<file path="src/rtl/sync_gray2bin.sv">
// Receive-side Gray-code synchronizer: samples an asynchronous Gray bus,
// decodes it to binary, and reports change strobes, step size and step errors.
module sync_gray2bin #(
    parameter int DATA_WIDTH  = 8,
    parameter int SYNC_STAGES = 2
) (
    input  logic                  clk,
    input  logic                  rst_n,
    input  logic [DATA_WIDTH-1:0] gray_in,
    input  logic                  err_clr,
    output logic [DATA_WIDTH-1:0] bin_out,
    output logic                  bin_valid,
    output logic                  changed,
    output logic [DATA_WIDTH-1:0] delta,
    output logic                  step_error
);

    localparam int               CNT_W    = $clog2(SYNC_STAGES + 1);
    localparam logic [CNT_W-1:0] CNT_FULL = CNT_W'(SYNC_STAGES);
    localparam logic [CNT_W-1:0] CNT_ONE  = CNT_W'(1);
    localparam logic [DATA_WIDTH-1:0] DATA_ONE = {{(DATA_WIDTH-1){1'b0}}, 1'b1};

    function automatic logic [DATA_WIDTH-1:0] gray_to_bin(input logic [DATA_WIDTH-1:0] g);
        logic [DATA_WIDTH-1:0] b;
        b[DATA_WIDTH-1] = g[DATA_WIDTH-1];
        for (int i = DATA_WIDTH - 2; i >= 0; i--) begin
            b[i] = b[i+1] ^ g[i];
        end
        return b;
    endfunction

    // Clearing the lowest set bit leaves something only if two or more bits were set.
    function automatic logic multi_bit(input logic [DATA_WIDTH-1:0] x);
        return (x & (x - DATA_ONE)) != {DATA_WIDTH{1'b0}};
    endfunction

    logic [DATA_WIDTH-1:0] sync_r [SYNC_STAGES];
    logic [DATA_WIDTH-1:0] g_prev_r;
    logic [DATA_WIDTH-1:0] bin_r;
    logic [DATA_WIDTH-1:0] delta_r;
    logic [CNT_W-1:0]      cnt_r;
    logic                  valid_r;
    logic                  changed_r;
    logic                  err_r;

    logic [DATA_WIDTH-1:0] g_s;
    logic [DATA_WIDTH-1:0] decoded_s;
    logic                  multi_s;

    // Decode the synchronized Gray value and detect multi-bit steps.
    always_comb begin
        g_s       = sync_r[SYNC_STAGES-1];
        decoded_s = gray_to_bin(g_s);
        multi_s   = multi_bit(g_s ^ g_prev_r);
    end

    // Synchronizer chain, decode register, warm-up counter and status flags.
    always_ff @(posedge clk or negedge rst_n) begin
        if (!rst_n) begin
            for (int k = 0; k < SYNC_STAGES; k++) begin
                sync_r[k] <= {DATA_WIDTH{1'b0}};
            end
            g_prev_r  <= {DATA_WIDTH{1'b0}};
            bin_r     <= {DATA_WIDTH{1'b0}};
            delta_r   <= {DATA_WIDTH{1'b0}};
            cnt_r     <= {CNT_W{1'b0}};
            valid_r   <= 1'b0;
            changed_r <= 1'b0;
            err_r     <= 1'b0;
        end else begin
            sync_r[0] <= gray_in;
            for (int k = 1; k < SYNC_STAGES; k++) begin
                sync_r[k] <= sync_r[k-1];
            end
            g_prev_r <= g_s;
            bin_r    <= decoded_s;

            if (cnt_r != CNT_FULL) begin
                cnt_r <= cnt_r + CNT_ONE;
            end else begin
                cnt_r <= cnt_r;
            end
            // Valid one edge after the count saturates, when bin_r holds the first real sample.
            valid_r <= (cnt_r == CNT_FULL);

            if (valid_r && (decoded_s != bin_r)) begin
                changed_r <= 1'b1;
                delta_r   <= decoded_s - bin_r;
            end else begin
                changed_r <= 1'b0;
                delta_r   <= delta_r;
            end

            // A new violation outranks a simultaneous clear.
            if (valid_r && multi_s) begin
                err_r <= 1'b1;
            end else if (err_clr) begin
                err_r <= 1'b0;
            end else begin
                err_r <= err_r;
            end
        end
    end

    assign bin_out    = bin_r;
    assign bin_valid  = valid_r;
    assign changed    = changed_r;
    assign delta      = delta_r;
    assign step_error = err_r;

endmodule

</file>
<file path="config.mk">
export PLATFORM = sky130hd
export DESIGN_NAME = sync_gray2bin
export DESIGN_NICKNAME = d
export VERILOG_FILES = /design/src/rtl/sync_gray2bin.sv
export SDC_FILE = /design/constraint.sdc
export NUM_CORES = 1
export LEC_CHECK = 0
export BUFFER_PORTS_ARGS = -buffer_cell sky130_fd_sc_hd__buf_2
export CELL_PAD_IN_SITES_DETAIL_PLACEMENT = 1
export CELL_PAD_IN_SITES_GLOBAL_PLACEMENT = 1
export CORE_MARGIN = 3
export CORE_UTILIZATION = 40
export DETAILED_ROUTE_END_ITERATION = 10
export PLACE_DENSITY = 0.83
export SLEW_MARGIN = 40
export SYNTH_ARGS = -nofsm -noshare
export SYNTH_HDL_FRONTEND = slang
export SYNTH_SLANG_ARGS = --single-unit
export TNS_END_PERCENT = 5
</file>
<file path="constraint.sdc">
create_clock -name clk -period 5.57 [get_ports clk]
set_input_delay 0 -clock clk [delete_from_list [all_inputs] [get_ports clk]]
set_output_delay 0 -clock clk [all_outputs]
set_load 0.03 [all_outputs]
</file>
==> results.txt, run 1 <==
worst-case clock buffer depth: 2
number of enable flip-flop cells after synthesis: 0
mean number of vias per cell: 4.941
Sequential Power Share: 38.9%
Netlist cell types: 33
total setup violations reported at the end of the flow: 0
largest net degree at the start of global routing: 45
nets in the synthesized netlist: 163
hpwl dp: 2617 um
Reg2Reg Capture Point: delta[6]
DRT iter0 DRCs: 39
global placer's final weighted congestion: 0.8279
y dimension of the die: 73.40 um
nature of the critical path startpoint: flip-flop
routed wire length: 3555 um
Die Area: 0.005387 sq mm
average wire per standard cell: 14.87 um
cts hold-fix bufs: 10
ordered cell list for the critical path: xor2_2 -> xnor2_2 -> xor2_2 -> xnor2_2 -> xor2_1 -> ha_1 -> fa_1 -> nor2b_1 -> o31a_1 -> o21a_1 -> nor3_1 -> o31ai_1
signed area change from the synthesized netlist to the final layout: 23.14%
count of mapped cells out of synthesis: 143
Core Region: 0.004202 sq mm
total design power: 1032 uW
standard-cell rows: 23
Layout Skew: 0.004757 ns
count of cells resized by post-cts repair: 0
clock group share of total power: 24.4%
count of yosys warnings during synthesis: 0
master of the slowest instance on the critical path: sky130_fd_sc_hd__dfrtp_1
sequential element share of the synthesized area: 60.61%
count of port buffers added during placement: 29
clock tree from TritonCTS: done
root buffer cell: sky130_fd_sc_hd__clkbuf_8
Tmin final: 3.103 ns
grt total ovfl: 0
final hold violation count: 0
crit path DAT: 3.31 ns
Final Slew Violations: 0
count of boundary I/O pins: 30
status: complete, no violations
largest stage delay on the critical path: 0.44 ns
antenna violations before repair: 0
worst reg-to-reg path cell count: 12
Clock Latency Late Sink: 0.31 ns
RSZ-0062 raised after global routing: false
Yosys top cell by area: sky130_fd_sc_hd__dfrtp_1
post-CTS setup-driven buffer insertion count: 0
DR pass1 iterations: 4
kind of cell adding the most delay to the critical path: XOR/XNOR gates
crit path kind: reg -> reg
number of clock sinks seen by CTS: 44
Internal Power: 648.5 uW
worst min-delay path class: in -> async
syn_area_per_cell: 12.70 sq um
Buf+Inv Stages, Crit Path: 0
number of nets in the finished design: 208
biggest fanout along the worst timing path: 4
layout cell share with drive strength beyond 1: 22.75%
leading cell types by total area after synthesis: sky130_fd_sc_hd__dfrtp_1, sky130_fd_sc_hd__ha_1, sky130_fd_sc_hd__xor2_1
final clock period utilization by the worst path: 55.71%
total inserted antenna cells: 0
PD cells: 461.4 mW/mm^2
Max-Slew Margin vs Limit: 63.98%
required time of the worst setup path: 5.78 ns
peak supply drop: 0.2128 mV
worst reg2reg path startpoint: g_s[7]
Worst setup EP type: flip-flop
first-pass GRT wire length: 6016 um
via count of the routed design: 1181
setup TNS: 0 ns
part of the power in combinational logic: 36.7%
total clock buffers created by CTS: 5
# DRC: 0
leakage power: 0.001020 uW
Fmax: 322.3 MHz
H-Tree Depth: 2
share of flip-flops with an asynchronous set or reset: 100.0%
Max-cap violations: 0
most instantiated flip-flop cell in the synthesis netlist: sky130_fd_sc_hd__dfrtp_1
Netlist Area Pre-Place: 0.001817 sq mm
Synth Register Bits: 44
Total GRT Usage: 15.08%
clock-pin slew reported for the worst setup and hold paths after clock tree synthesis: 0.09 ns
antenna-violating nets left: 0
Synth top area share: 60.61%
initial cell density of the core: 43.24%
horizontal die dimension: 73.40 um
reg-to-reg setup timing slack: 2.47 ns
net switching fraction of the power: 37.18%
net switching power: 383.8 uW
measured slew at the worst slew-check pin: 0.5403 ns
number of global-route vias before repair: 1317
cell type report:
| class | count | area [sq um] |
|---|---|---|
| fill | 444 | 1964 |
| sequential | 44 | 1101 |
| timing repair buffer | 40 | 255.2 |
| clock inverter | 3 | 46.29 |
| multi-input combinational | 84 | 654.4 |
| tap | 50 | 62.56 |
| clock buffer | 5 | 68.82 |
| inverter | 13 | 48.80 |
synthesized netlist by cell type, types with 5 or more instances:
cell	instances
sky130_fd_sc_hd__nand2_1	9
sky130_fd_sc_hd__ha_1	8
sky130_fd_sc_hd__inv_1	13
sky130_fd_sc_hd__xnor2_1	6
sky130_fd_sc_hd__o31ai_1	5
sky130_fd_sc_hd__o21ai_0	8
sky130_fd_sc_hd__dfrtp_1	44
sky130_fd_sc_hd__nor2_1	5
sky130_fd_sc_hd__o21a_1	5
sky130_fd_sc_hd__xor2_1	11
flip-flops by register name, indices dropped and copies added (netlist names):
| register | flops |
|---|---|
| bin_out | 8 |
| bin_valid | 1 |
| changed | 1 |
| cnt_r | 2 |
| delta | 8 |
| g_prev_r | 7 |
| g_s | 8 |
| step_error | 1 |
| sync_r | 8 |
power groups by stage:
stage	clock [uW]	combinational [uW]	sequential (uW)
3_3_place_gp	0	357	406
6_report	252	379	401
3_5_place_dp	0	378	410
5_1_grt	272	416	409
4_1_cts	260	385	403
2_1_floorplan	0	182	494
kinds of logic (layout without fill, tap and decap cells):
kind of cell | after synthesis | count (layout) | share of synthesized area (%)
flops | 44 | 44 | 60.61
compound gates | 28 | 28 | 10.54
fa+ha+maj | 10 | 10 | 7.163
simple gates | 25 | 25 | 6.544
xor+xnor | 21 | 21 | 11.78
buf+inv | 15 | 61 | 3.375
routing by layer:
metal | GRT usage (%) | share of wire (%) | vias to the layer above
met5 | 0 | 0 | -
met4 | 7.646 | 2.4 | 0
met3 | 4.241 | 4.6 | 8
met2 | 27.01 | 54 | 31
met1 | 16.04 | 39 | 573
li1 | - | - | 569
per-stage QoR:
stage               hold WS, ns  cells  cell area, sq um  worst slack, ns  util [%]
finish                   0.2123    239              2237            2.467     53.25
global route             0.2705    239              2237            2.241     53.25
CTS                      0.2301    239              2237            2.443     53.25
detailed placement      0.02939    221              2022            2.459     48.12
global placement         0.1079    221              2019            2.700     48.06
floorplan               -0.2956    143              1817            2.730         -
cells in the final DEF, fill, tap and decap left out, types with 2 or more instances in the layout:
cell type / n
sky130_fd_sc_hd__dfrtp_1: 44
sky130_fd_sc_hd__buf_2: 28
sky130_fd_sc_hd__inv_1: 13
sky130_fd_sc_hd__xor2_1: 11
sky130_fd_sc_hd__dlygate4sd3_1: 10
sky130_fd_sc_hd__nand2_1: 9
sky130_fd_sc_hd__o21ai_0: 8
sky130_fd_sc_hd__ha_1: 8
sky130_fd_sc_hd__xnor2_1: 6
sky130_fd_sc_hd__o31ai_1: 5
sky130_fd_sc_hd__o21a_1: 5
sky130_fd_sc_hd__nor2_1: 5
sky130_fd_sc_hd__clkbuf_8: 5
sky130_fd_sc_hd__xor2_2: 2
sky130_fd_sc_hd__xnor2_2: 2
sky130_fd_sc_hd__nor3_1: 2
sky130_fd_sc_hd__nand2b_1: 2
sky130_fd_sc_hd__a21oi_1: 2
sky130_fd_sc_hd__a211oi_1: 2
sky130_fd_sc_hd__buf_4: 2
how the worst max path moves through the flow:
stage                       from  endpoint  slack (ns)  depth (start not counted)
final                     g_s[7]  delta[6]        2.47                         12
after global routing      g_s[7]  delta[6]        2.24                         12
after CTS                 g_s[7]  delta[6]        2.44                         12
after detailed placement  g_s[7]  delta[6]        2.46                         12
after global placement    g_s[7]  delta[6]        2.70                         12
after floorplan           g_s[7]  delta[3]        2.73                         11
Power figures use the tool's default switching activity.
==> run 2, diff against run 1 <==
ABC_AREA = 1   (was not set)
CORE_UTILIZATION = 38   (was 40)
PLACE_DENSITY = 0.85   (was 0.83)
clock period = 2.6 ns   (was 5.57 ns; I/O delays follow)
==> results.txt, run 2 <==
status: complete, but fails checks
violations in the final reports: setup timing
largest net degree at the start of global routing: 45
total cell area at the placement stage: 0.002237 sq mm
initial cell density of the core: 39.92%
biggest fanout along the worst timing path: 4
grt met1 use: 16.03%
sequential element share of the synthesized area: 57.63%
smallest setup slack after layout: -0.1096 ns
leading cell types in the layout, fill and taps excluded: sky130_fd_sc_hd__dfrtp_1, sky130_fd_sc_hd__nand2_1, sky130_fd_sc_hd__buf_2, sky130_fd_sc_hd__inv_1, sky130_fd_sc_hd__buf_4
number of nets in the finished design: 278
Worst Setup EP: delta[6]
most instantiated flip-flop cell in the synthesis netlist: sky130_fd_sc_hd__dfrtp_1
average wire per standard cell: 14.10 um
Yosys top cell by area: sky130_fd_sc_hd__dfrtp_1
hpwl dp: 2962 um
Netlist cell types: 21
crit path kind: reg -> reg
measured slew at the worst slew-check pin: 0.5511 ns
number of global-route vias before repair: 1680
Netlist Area Pre-Place: 0.001911 sq mm
footprint of the multi-input gates: 888.4 sq um
mean number of vias per cell: 4.564
setup TNS: -0.2122 ns
Fmax: 369.1 MHz
antenna-violating nets left: 0
Worst setup EP type: flip-flop
y dimension of the die: 76.91 um
grt total ovfl: 0
nets in the synthesized netlist: 212
final hold violation count: 0
PD cells: 703.7 mW/mm^2
mux contribution to synthesized area: 0%
RSZ-0062 raised after global routing: true
met3 usage in global routing: 4.108%
count of mapped cells out of synthesis: 192
share of flip-flops with an asynchronous set or reset: 100.0%
worst min-delay path class: in -> async
Max-cap violations: 0
xor/xnor cell area share of the yosys netlist: 5.959%
Reg2Reg Capture Point: delta[6]
leakage power: 0.001352 uW
via count of the routed design: 1488
signed area change from the synthesized netlist to the final layout: 41.26%
peak supply drop: 0.3535 mV
required time of the worst setup path: 2.79 ns
most repeated cell in the gate-level netlist after synthesis: sky130_fd_sc_hd__nand2_1
crit path DAT: 2.90 ns
post-synthesis share of cell area spent on and, or, nand and nor gates: 19.52%
fin util: 56.39%
largest family of logic cells by synthesized area: simple AND/OR/NAND/NOR gates
horizontal die dimension: 76.91 um
met2 Track Usage GR: 30.31%
count of boundary I/O pins: 30
worst reg2reg path startpoint: g_s[7]
number of enable flip-flop cells after synthesis: 0
Layout Skew: 0.003940 ns
routed wire length: 4595 um
worst reg-to-reg path cell count: 21
layout cell share with drive strength beyond 1: 40.15%
global placer's final weighted congestion: 0.7473
busiest grt layer: met2
count of yosys warnings during synthesis: 0
nature of the critical path startpoint: flip-flop
number of clock sinks seen by CTS: 44
DRT iter0 DRCs: 31
total setup violations reported at the end of the flow: 2
most common library cell in the layout ignoring fill and taps: sky130_fd_sc_hd__dfrtp_1
area share of fa/ha/maj cells after synthesis: 6.287%
total clock buffers created by CTS: 5
worst setup timing slack at the placement stage: -0.2370 ns
sequential standard cell area: 0.001104 sq mm
standard-cell rows: 25
Total GRT Usage: 15.94%
H-Tree Depth: 2
syn_area_per_cell: 9.951 sq um
post-route cell area: 0.002699 sq mm
leading cell types by total area after synthesis: sky130_fd_sc_hd__dfrtp_1, sky130_fd_sc_hd__nand2_1, sky130_fd_sc_hd__xor2_1
Clock Latency Late Sink: 0.29 ns
clock tree from TritonCTS: done
antenna violations before repair: 0
final-layout worst hold slack: 0.2331 ns
Tmin final: 2.710 ns
first-pass GRT wire length: 7348 um
reg-to-reg setup timing slack: -0.11 ns
worst-case clock buffer depth: 2
final clock period utilization by the worst path: 104.2%
Core Region: 0.004786 sq mm
clock-pin slew reported for the worst setup and hold paths after clock tree synthesis: 0.08 ns
Filler cells: 539
DR pass1 iterations: 4
Critical Path Start: g_s[7]
# DRC: 0
list of most frequent post-synthesis cells: sky130_fd_sc_hd__nand2_1, sky130_fd_sc_hd__dfrtp_1, sky130_fd_sc_hd__inv_1
Max-Slew Margin vs Limit: 63.26%
Final Slew Violations: 0
Synth Register Bits: 44
total inserted antenna cells: 0
Die Area: 0.005914 sq mm
count of port buffers added during placement: 29
share of the synthesized area in compound gates (AO/OA/AOI/OAI): 4.322%
root buffer cell: sky130_fd_sc_hd__clkbuf_8
Synth top area share: 57.63%
run 2: cell types whose count changed after synthesis, moves of 6 or more:
cell,before,now
sky130_fd_sc_hd__nand2_1,9,47
sky130_fd_sc_hd__inv_1,13,25
sky130_fd_sc_hd__nand2_2,0,6
sky130_fd_sc_hd__nand3_1,1,10
run 2: routing by layer:
| layer | share of wire [%] | up-vias |
|---|---|---|
| met5 | 0 | - |
| met1 | 36 | 729 |
| met2 | 59 | 25 |
| met4 | 1.5 | 0 |
| met3 | 3.0 | 7 |
| li1 | - | 727 |
run 2: per-stage QoR:
stage | cells | power (uW)
after detailed placement | 299 | 1332
after CTS | 321 | 1847
after global placement | 299 | 1303
final | 326 | 1899
after floorplan | 192 | 1155
after global routing | 326 | 2023
run 2: how the worst min path moves through the flow:
| stage | from | end | depth (start not counted) |
|---|---|---|---|
| final | rst_n | g_prev_r[0] | 2 |
| after global routing | rst_n | sync_r[13] | 2 |
| after CTS | rst_n | g_prev_r[4] | 2 |
| after detailed placement | rst_n | g_s[0] | 1 |
| after global placement | gray_in[1] | sync_r[9] | 1 |
| after floorplan | rst_n | bin_out[0] | 0 |
run 2: what timing repair did:
item,in CTS,in global routing
buffers inserted,4,5
resized for setup,23,23
cloned,0,0
hold buffers,10,0
setup endpoints to repair,9,9
endpoints found under the hold margin,53,0
pin swaps,10,14
run 2: critical path, stage by stage (launching register included):
cell and delay [ns]:
sky130_fd_sc_hd__dfrtp_2 0.45, sky130_fd_sc_hd__inv_2 0.08, sky130_fd_sc_hd__nand2_2 0.06, sky130_fd_sc_hd__nand3_2 0.10, sky130_fd_sc_hd__nand2_2 0.08, sky130_fd_sc_hd__nand2_4 0.09
sky130_fd_sc_hd__nand2_4 0.08, sky130_fd_sc_hd__nand2_4 0.09, sky130_fd_sc_hd__nand3_4 0.09, sky130_fd_sc_hd__nand2_4 0.11, sky130_fd_sc_hd__nand2_2 0.07, sky130_fd_sc_hd__nand3_2 0.07
sky130_fd_sc_hd__nand2_2 0.07, sky130_fd_sc_hd__ha_4 0.16, sky130_fd_sc_hd__fa_2 0.36, sky130_fd_sc_hd__o21ai_2 0.16, sky130_fd_sc_hd__nand2_1 0.09, sky130_fd_sc_hd__nand2_1 0.09
sky130_fd_sc_hd__a21oi_2 0.06, sky130_fd_sc_hd__xor2_1 0.14, sky130_fd_sc_hd__nand2_1 0.06, sky130_fd_sc_hd__nand2_1 0.04
run 2: layout make-up:
class,instances,share of cell area (%)
sequential,44,40.89
multi-input combinational,118,32.92
timing repair buffer,61,15.76
inverter,28,3.894
tap,67,3.106
clock buffer,6,3.060
clock inverter,2,0.3709
run 2: kinds of logic after synthesis:
family | after synthesis
flops | 44
simple gates | 80
buf+inv | 30
fa+ha+maj | 9
compound gates | 16
xor+xnor | 13
run 2: power by group:
group	switching [uW]	internal, uW	total [uW]
logic	395	255	650
clock network	223	212	435
registers	48.6	765	814
total	667	1230	1900
